--- src/rtl/rq0_pkg.sv ---
// rtl/rq0_pkg.sv - shared constants, types and helpers for the Rq0 unpack stage
// Purpose: polynomial geometry, bit-buffer sizing, FSM state type and the
//          mod-2^13 negation used to rebuild the final coefficient.
// Ports:   none (package).
package rq0_pkg;

  localparam int N            = 701;
  localparam int Q_BITS       = 13;
  localparam int IN_W         = 8;
  localparam int IDX_W        = 10;
  localparam int PAD_BITS     = 4;
  localparam int PACKED_BYTES = ((N - 1) * Q_BITS + PAD_BITS) / IN_W;

  // Buffer must hold a partial coefficient (up to Q_BITS-1 bits) plus one new byte.
  localparam int BUF_W  = Q_BITS + IN_W - 1;
  localparam int FILL_W = $clog2(BUF_W + 1);
  localparam int BYTE_W = $clog2(PACKED_BYTES + 1);

  typedef enum logic [1:0] {IDLE, RUN, LAST, DONE} state_t;

  typedef logic [Q_BITS-1:0] coef_t;

  // Two's-complement negation wraps naturally at Q_BITS, giving (-a) mod 2^13.
  function automatic coef_t neg_mod_q(input coef_t a);
    return ~a + 1'b1;
  endfunction

endpackage

--- src/rtl/unpack_bitbuf.sv ---
// rtl/unpack_bitbuf.sv - little-endian bit accumulator feeding the coefficient extractor
// Purpose: collects input bytes above the currently held bits and releases
//          Q_BITS-wide chunks from the bottom.
// Ports:   clk, rst        clock, synchronous active-high reset
//          clr             discard all held bits
//          push, push_data append a byte at bit position fill
//          pop             drop the low Q_BITS bits
//          fill            number of valid bits held
//          low             buffer[Q_BITS-1:0]
module unpack_bitbuf
  import rq0_pkg::*;
(
  input  logic              clk,
  input  logic              rst,
  input  logic              clr,
  input  logic              push,
  input  logic [IN_W-1:0]   push_data,
  input  logic              pop,
  output logic [FILL_W-1:0] fill,
  output logic [Q_BITS-1:0] low
);

  logic [BUF_W-1:0]  buf_q, buf_d;
  logic [FILL_W-1:0] fill_q, fill_d;

  // Bits at and above fill are always zero, so a byte can be OR-ed in place.
  // If pop and push coincide, the byte lands above the post-pop fill level.
  always_comb begin
    buf_d  = buf_q;
    fill_d = fill_q;
    if (pop) begin
      buf_d  = buf_q >> Q_BITS;
      fill_d = fill_q - FILL_W'(Q_BITS);
    end
    if (push) begin
      buf_d  = buf_d | (BUF_W'(push_data) << fill_d);
      fill_d = fill_d + FILL_W'(IN_W);
    end
    if (clr) begin
      buf_d  = '0;
      fill_d = '0;
    end
  end

  always_ff @(posedge clk) begin
    if (rst) begin
      buf_q  <= '0;
      fill_q <= '0;
    end else begin
      buf_q  <= buf_d;
      fill_q <= fill_d;
    end
  end

  assign fill = fill_q;
  assign low  = buf_q[Q_BITS-1:0];

endmodule

--- src/rtl/unpack_rq0.sv ---
// rtl/unpack_rq0.sv - deserialises a packed Rq0 polynomial into 13-bit coefficients
// Purpose: emits N-1 explicit coefficients from the byte stream, then the
//          reconstructed last one, c[N-1] = -(sum c[0..N-2]) mod 2^13.
// Ports:   clk, rst                       clock, synchronous active-high reset
//          start, busy, done              job control (done is a one-cycle pulse)
//          in_data, in_valid, in_ready    packed byte input handshake
//          coef, coef_idx, coef_valid,
//          coef_ready                     coefficient output handshake
module unpack_rq0
  import rq0_pkg::*;
(
  input  logic              clk,
  input  logic              rst,
  input  logic              start,
  output logic              busy,
  input  logic [IN_W-1:0]   in_data,
  input  logic              in_valid,
  output logic              in_ready,
  output logic [Q_BITS-1:0] coef,
  output logic [IDX_W-1:0]  coef_idx,
  output logic              coef_valid,
  input  logic              coef_ready,
  output logic              done
);

  localparam logic [FILL_W-1:0] FILL_COEF = FILL_W'(Q_BITS);
  localparam logic [BYTE_W-1:0] BYTES_MAX = BYTE_W'(PACKED_BYTES);
  localparam logic [IDX_W-1:0]  IDX_PEN   = IDX_W'(N - 2);
  localparam logic [IDX_W-1:0]  IDX_LAST  = IDX_W'(N - 1);

  state_t              state_q, state_d;
  logic [BYTE_W-1:0]   bytes_q;
  coef_t               acc_q;
  coef_t               coef_q;
  logic [IDX_W-1:0]    idx_q;
  logic                valid_q;

  logic [FILL_W-1:0]   fill;
  coef_t               low;
  logic                push, pop, clr, hs, last_pop;

  // Output stage is a register: a coefficient is loaded only while nothing is
  // on offer, and the bit buffer pops in the same cycle as the handshake.
  assign hs       = valid_q && coef_ready;
  assign in_ready = (state_q == RUN) && !valid_q && (fill < FILL_COEF) && (bytes_q < BYTES_MAX);
  assign push     = in_valid && in_ready;
  assign pop      = hs && (state_q == RUN);
  assign last_pop = pop && (idx_q == IDX_PEN);
  // Clearing on the final pop discards the pad bits of the last byte.
  assign clr      = ((state_q == IDLE) && start) || last_pop;

  unpack_bitbuf u_bitbuf (
    .clk       (clk),
    .rst       (rst),
    .clr       (clr),
    .push      (push),
    .push_data (in_data),
    .pop       (pop),
    .fill      (fill),
    .low       (low)
  );

  always_comb begin
    state_d = state_q;
    case (state_q)
      IDLE:    if (start) state_d = RUN;
      RUN:     if (last_pop) state_d = LAST;
      LAST:    if (hs) state_d = DONE;
      DONE:    state_d = IDLE;
      default: state_d = IDLE;
    endcase
  end

  always_ff @(posedge clk) begin
    if (rst) begin
      state_q <= IDLE;
      bytes_q <= '0;
      acc_q   <= '0;
      coef_q  <= '0;
      idx_q   <= '0;
      valid_q <= 1'b0;
    end else begin
      state_q <= state_d;
      case (state_q)
        IDLE: begin
          if (start) begin
            bytes_q <= '0;
            acc_q   <= '0;
            coef_q  <= '0;
            idx_q   <= '0;
            valid_q <= 1'b0;
          end
        end
        RUN: begin
          if (push) bytes_q <= bytes_q + 1'b1;
          if (hs) begin
            acc_q <= acc_q + coef_q;
            if (idx_q == IDX_PEN) begin
              // Present the reconstructed coefficient straight away in LAST.
              valid_q <= 1'b1;
              coef_q  <= neg_mod_q(acc_q + coef_q);
              idx_q   <= IDX_LAST;
            end else begin
              valid_q <= 1'b0;
              idx_q   <= idx_q + 1'b1;
            end
          end else if (!valid_q && (fill >= FILL_COEF)) begin
            valid_q <= 1'b1;
            coef_q  <= low;
          end
        end
        LAST: begin
          if (hs) valid_q <= 1'b0;
        end
        default: ;
      endcase
    end
  end

  assign busy       = (state_q == RUN) || (state_q == LAST);
  assign done       = (state_q == DONE);
  assign coef       = coef_q;
  assign coef_idx   = idx_q;
  assign coef_valid = valid_q;

endmodule

--- config.mk ---
export PLATFORM = sky130hd
export DESIGN_NAME = unpack_rq0
export DESIGN_NICKNAME = d
export VERILOG_FILES = /design/src/rtl/rq0_pkg.sv /design/src/rtl/unpack_bitbuf.sv /design/src/rtl/unpack_rq0.sv
export SDC_FILE = /design/constraint.sdc
export NUM_CORES = 1
export LEC_CHECK = 0
export ABC_AREA = 0
export CAP_MARGIN = 20
export CORE_MARGIN = 2
export CORE_UTILIZATION = 25
export CTS_CLUSTER_DIAMETER = 100
export DETAILED_ROUTE_END_ITERATION = 12
export HOLD_SLACK_MARGIN = 0.05
export MAX_ROUTING_LAYER = met4
export PLACE_DENSITY_LB_ADDON = 0.15
export REMOVE_ABC_BUFFERS = 1
export SYNTH_ARGS = -nofsm -noshare
export SYNTH_HDL_FRONTEND = slang
export SYNTH_SLANG_ARGS = --single-unit
--- constraint.sdc ---
create_clock -name clk -period 2.91 [get_ports clk]
set_input_delay 0.582 -clock clk [delete_from_list [all_inputs] [get_ports clk]]
set_output_delay 0.582 -clock clk [all_outputs]
set_load 0.005 [all_outputs]
==> flow_summary.ini, run 1 <==
[yosys]
syn-instance-count = 598
yosysUniqueCellTypes = 71
synth_area_um2 = 4780
ys_seq_area_share_pct = 31.4
ys.flop_type = dfxtp_1
synth_edf_count = 0
yosys_warnings = 0
syn_area_per_cell_um2 = 7.99
yosys_register_bits = 75
async_flop_share_pct = 0

[clocking]
clkLatencyLatePin_ns = 0.35
cts-buffers-inserted = 9
cts_root_buffer = clkbuf_16
tritoncts = built
clkSinkCount = 75
cts_max_path_buffers = 2
holdBufCountCts = 0
h-tree-depth = 3
clk_pin_slew_ns = 0.06

[power]
power_density_nw_per_um2 = 617
p_leak_nw = 2.22
vdd_drop_max_uv = 342

[route]
avgViaCountPerCell = 5.15
drt_first_pass_iters = 4
drt-initial-drc-count = 249
routed_wl_mm = 14.6
ant_nets = 0
vias = 4594
wl_per_cell_um = 16.4
drc = 0

[timing]
slew_headroom_pct = 52.3
tightest_slew_ns = 0.711
holdWs_ns = 0.459
hold_violations = 0
period_needed_ns = 2.79
fin_setup_tns_ns = 0
slew_viol_final = 0
rsz0062_at_grt = yes
fin_crit_sh_pct = 95.9
fin_skew_ns = 0.0121
finalSetupViolCount = 0
timing.fmax_mhz = 358
worst_slack_ns = 0.120

[placed_design]
gp_congestion = 0.866
placed_cell_area_um2 = 5600
place_ws_ns = -0.0780
port-buffer-count = 39
hpwl_mm = 11.0

[die]
dieHeight_um = 142
die_x_um = 142
die-area_um2 = 20200
coreArea_um2 = 18700
start_util_pct = 25.6
ioPinCount = 40
rows = 50

[final_layout]
finalNetCount = 691
drive_gt1_share_pct = 12.2
final_area_um2 = 5990
antennaDiodeCount = 0
areaGrowthSynthToFinish_pct = 25.4

[worst_hold_path]
hold_class = flip-flop to flip-flop

[run]
drv_cap = 0

[critical_path]
crit_fanout = 8
arrival_ns = 3.03
crit_chain = ha_1, a211oi_1, o21bai_1, a311oi_1, xnor2_1, or4_1, a31o_1
critical_path_buf_inv_count = 0
start_kind = flip-flop
crit_family = compound AO/OA/AOI/OAI gates
max_stage_delay_ns = 0.58
cp-end-kind = flip-flop
critPathSlowestCell = or4_1
path_class = flip-flop to flip-flop
critPathRequiredTime_ns = 3.15

[grt]
grt.total_usage_pct = 15.2
grt_pass1_vias = 4380
grt_start_max_net_pins = 29
antenna_found_initial = 0
grt-ovfl-total = 0
grt_pass1_wl_mm = 23.6

[run_status]
status = completed
-- where the power goes --
group	leakage [nW]	total (mW)	internal, mW	switching [mW]
Clock	0.144	1.18	0.705	0.479
Combinational	1.47	1.37	0.567	0.806
Sequential	0.605	1.14	1.08	0.0632
-- placed cells by master, fill, tap and decap left out, drive strengths merged, types with 5 or more instances in the layout --
| cell type | instances |
|---|---|
| a211oi | 9 |
| and2 | 6 |
| nand2b | 10 |
| and3 | 9 |
| ha | 23 |
| nor2b | 6 |
| clkdlybuf4s50 | 39 |
| nor2 | 64 |
| nand3b | 5 |
| o21ai | 39 |
| mux2i | 17 |
| a21oi | 44 |
| o21a | 9 |
| nand4 | 14 |
| buf | 35 |
| nand3 | 23 |
| a31oi | 14 |
| clkbuf | 11 |
| xor2 | 12 |
| a32oi | 5 |
| nand2 | 61 |
| xnor2 | 15 |
| inv | 19 |
| nor3 | 20 |
| a21o | 7 |
| dfxtp | 75 |
| a22oi | 11 |
-- synthesized netlist by cell type (all sizes together) (3+ instances only) --
cell | n | area [um2]
clkbuf | 21 | 78.8
nand4 | 14 | 103
a31oi | 14 | 87.6
inv | 19 | 71.3
nor2 | 64 | 243
o31ai | 3 | 22.5
nand3b | 5 | 37.5
nand2 | 61 | 229
a211o | 4 | 35.0
a32oi | 5 | 62.6
a21oi | 44 | 228
nor2b | 6 | 37.5
nand4b | 3 | 26.3
a211oi | 9 | 72.6
ha | 23 | 288
xor2 | 12 | 113
o21a | 9 | 67.6
xnor2 | 15 | 146
and2 | 6 | 37.5
a22oi | 11 | 82.6
mux2 | 4 | 45.0
nor4 | 3 | 33.8
o21ai | 39 | 195
nor3 | 20 | 105
mux2i | 17 | 170
nand2b | 10 | 62.6
o21bai | 3 | 22.5
a311oi | 3 | 26.3
dfxtp | 75 | 1500
nand3 | 23 | 115
buf | 8 | 50.0
a21o | 7 | 52.6
and3 | 9 | 56.3
-- timing repair --
action                                 CTS  global route
endpoints found under the hold margin    0             0
buffers inserted                         0             2
resized for setup                        2            14
pin swaps                                0             6
setup endpoints to repair                2             9
cloned                                   0             0
-- cells by family (layout without fill, tap and decap cells) --
group | Yosys count | in the layout | synth area share [%]
xor+xnor | 27 | 27 | 5.42
simple gates | 234 | 234 | 24.5
buf+inv | 48 | 108 | 4.19
compound gates | 169 | 169 | 23.6
flops | 75 | 75 | 31.4
mux | 21 | 21 | 4.50
fa+ha+maj | 24 | 24 | 6.44
-- per-layer routing --
metal | global-route usage [%] | up-vias | routed length, um
li1 | - | 2293 | -
met4 | 5.21 | 0 | 240
met3 | 2.42 | 16 | 441
met2 | 23.9 | 90 | 6660
met5 | - | - | 0
met1 | 20.0 | 2195 | 7250
-- sequential cells by signal (all words and copies together), names as in the netlist --
| name | flops |
|---|---|
| state_q | 2 |
| u_bitbuf.fill | 5 |
| bytes_q | 11 |
| coef | 13 |
| coef_valid | 1 |
| coef_idx | 10 |
| acc_q | 13 |
| u_bitbuf.buf_q | 20 |
-- area by class of cell --
| class | count | area [um2] |
|---|---|---|
| Clock buffer | 11 | 253 |
| Multi-Input combinational cell | 475 | 3160 |
| Sequential cell | 75 | 1500 |
| Timing Repair Buffer | 74 | 666 |
| Tap cell | 234 | 293 |
| Fill cell | 1981 | 12700 |
| Clock inverter | 4 | 50.0 |
| Inverter | 19 | 71.3 |
-- stage by stage --
step | instances | total power [mW] | utilization (%)
floorplan | 569 | 1.93 | -
global placement | 875 | 2.47 | 29.9
detailed placement | 875 | 2.48 | 29.9
CTS | 890 | 3.67 | 31.6
global route | 892 | 3.93 | 32.0
finish | 892 | 3.70 | 32.0
-- final timing paths --
kind                      start            endpoint  slack (ns)  cells past startpoint
max                     coef[6]            coef[11]        0.12                      7
min          u_bitbuf.buf_q[10]  u_bitbuf.buf_q[10]        0.46                      2
max reg2reg             coef[6]            coef[11]        0.12                      7
min reg2reg  u_bitbuf.buf_q[10]  u_bitbuf.buf_q[10]        0.46                      2
-- tightest hold or removal path, cell delays in order (launching register included) --
cell and delay, ns:
dfxtp_1 0.33, nand2_1 0.05, nand3_1 0.05
Note: power is estimated with default switching activity, not from simulation.
==> run 2: changes to the inputs <==
RECOVER_POWER = 50   (was default)
==> run 2 against run 1 <==
Net effect: wire length barely moved; critical path depth unchanged; largest cell class unchanged; total power shrank 0.20%; sequential share of layout area is the same; first-iteration DRC count grew 2.4%; cell area stayed put; via count barely moved; clock power about the same; non-clock buffer count is the same; maximum frequency hardly changed.
==> flow_summary.ini, run 2 (same netlist as run 1, synthesis figures left out) <==
[timing]
slew_viol_final = 0
period_needed_ns = 2.79
slew_headroom_pct = 52.3
rsz0062_at_grt = yes
tightest_slew_ns = 0.711
timing.fmax_mhz = 359
finalSetupViolCount = 0
fin_crit_sh_pct = 95.8
hold_violations = 0
fin_skew_ns = 0.0118

[critical_path]
crit_fanout = 8
critical_path_buf_inv_count = 0
critPathSlowestCell = or4_1
crit_family = compound AO/OA/AOI/OAI gates
start_kind = flip-flop
cp.depth = 7
crit_chain = ha_1, a211oi_1, o21bai_1, a311oi_1, xnor2_1, or4_1, a31o_1
cp-end-kind = flip-flop
path_class = flip-flop to flip-flop
max_stage_delay_ns = 0.58
critPathRequiredTime_ns = 3.15
arrival_ns = 3.03
ff2ff_path_depth = 7

[die]
start_util_pct = 25.6
rows = 50
ioPinCount = 40
coreArea_um2 = 18700
dieHeight_um = 142
die_x_um = 142
die-area_um2 = 20200

[grt]
grt-ovfl-total = 0
antenna_found_initial = 0
grt_pass1_vias = 4380
grt_start_max_net_pins = 29
grt_pass1_wl_mm = 23.6
grt.total_usage_pct = 15.2

[clocking]
cts_max_path_buffers = 2
cts_root_buffer = clkbuf_16
cts-buffers-inserted = 9
tritoncts = built
clkSinkCount = 75
holdBufCountCts = 0
h-tree-depth = 3
clk_pin_slew_ns = 0.06
clkLatencyLatePin_ns = 0.35

[final_layout]
fillCellCount = 1981
final_cells = 892
final_cell_mix = 75 x dfxtp_1, 63 x nor2_1, 61 x nand2_1, 40 x a21oi_1, 34 x buf_4
drive_gt1_share_pct = 12.2
largest_reg_flops = 20
regMostFlops = u_bitbuf.buf_q
antennaDiodeCount = 0
finalNetCount = 691
final_area_um2 = 5990
areaGrowthSynthToFinish_pct = 25.4
final_common_cell = dfxtp_1

[run]
drv_cap = 0

[worst_hold_path]
whs_path_depth = 2
hold_class = flip-flop to flip-flop

[power]
total_power_mw = 3.69
power_density_nw_per_um2 = 616
vdd_drop_max_uv = 342
p_leak_nw = 2.26

[route]
drt-initial-drc-count = 255
drt_first_pass_iters = 4
wl_per_cell_um = 16.3
drc = 0
vias = 4595
ant_nets = 0
avgViaCountPerCell = 5.15
routed_wl_mm = 14.6

[placed_design]
placed_cell_area_um2 = 5600
gp_congestion = 0.866
hpwl_mm = 11.0
port-buffer-count = 39
placed_cells = 875

[run_status]
status = completed
[run 2: changes by cell type in the layout (fill, tap and decap cells not counted)]
| cell | before | now |
|---|---|---|
| clkdlybuf4s50_1 | 39 | 26 |
| dlygate4sd3_1 | 0 | 13 |
[run 2: metrics by stage]
| stage | TNS (ns) | worst slack (ns) | utilization [%] | hold WS (ns) |
|---|---|---|---|---|
| 6_report | 0 | 0.122 | 32.0 | 0.459 |
| 5_1_grt | -0.0620 | -0.0620 | 32.0 | 0.479 |
| 4_1_cts | 0 | 0.00730 | 31.6 | 0.463 |
| 3_5_place_dp | -0.132 | -0.0780 | 29.9 | 0.449 |
| 3_3_place_gp | 0 | 0.0276 | 29.9 | 0.447 |
| 2_1_floorplan | -6.20 | -0.646 | - | 0.420 |
[run 2: final cells by class]
class / count / area [um2] / area share, %
clock buffer: 11 / 253 / 4.22
clock inverter: 4 / 50.0 / 0.835
tap: 234 / 293 / 4.89
sequential: 75 / 1500 / 25.1
inverter: 19 / 71.3 / 1.19
timing repair buffer: 74 / 666 / 11.1
multi-input combinational: 475 / 3160 / 52.7
[run 2: timing repair]
item,in CTS,in global routing
hold endpoints to repair,0,0
resized for setup,2,14
endpoints found under the setup margin,2,9
pin swaps,0,6
buffers inserted,0,2
[run 2: where the power goes]
part | internal (mW) | switching (mW)
clock network | 0.705 | 0.479
logic | 0.560 | 0.806
registers | 1.08 | 0.0624
total | 2.35 | 1.35
[run 2: worst paths after layout]
check | startpoint | slack (ns) | to
hold / removal | u_bitbuf.buf_q[10] | 0.46 | u_bitbuf.buf_q[10]
setup reg to reg | coef[6] | 0.12 | coef[11]
setup / recovery | coef[6] | 0.12 | coef[11]
hold reg to reg | u_bitbuf.buf_q[10] | 0.46 | u_bitbuf.buf_q[10]
[run 2: metal layers]
metal	share of wire [%]	vias up	GRT usage (%)
met5	0	-	-
met4	1.6	0	5.21
met3	3.0	16	2.42
met2	46	90	23.9
met1	50	2196	20.0
li1	-	2293	-
[run 2: worst register-to-register path: stages, from the launching register on]
cell,delay (ns)
dfxtp_1,0.35
ha_1,0.44
a211oi_1,0.34
o21bai_1,0.14
a311oi_1,0.36
xnor2_1,0.27
or4_1,0.58
a31o_1,0.21
==> run 3: changes to the inputs <==
RECOVER_POWER = 25   (was 50)
SLEW_MARGIN = 20   (was default)
==> results of run 3 <==
The final DEF is identical to that of run 2; final timing and power are the same.
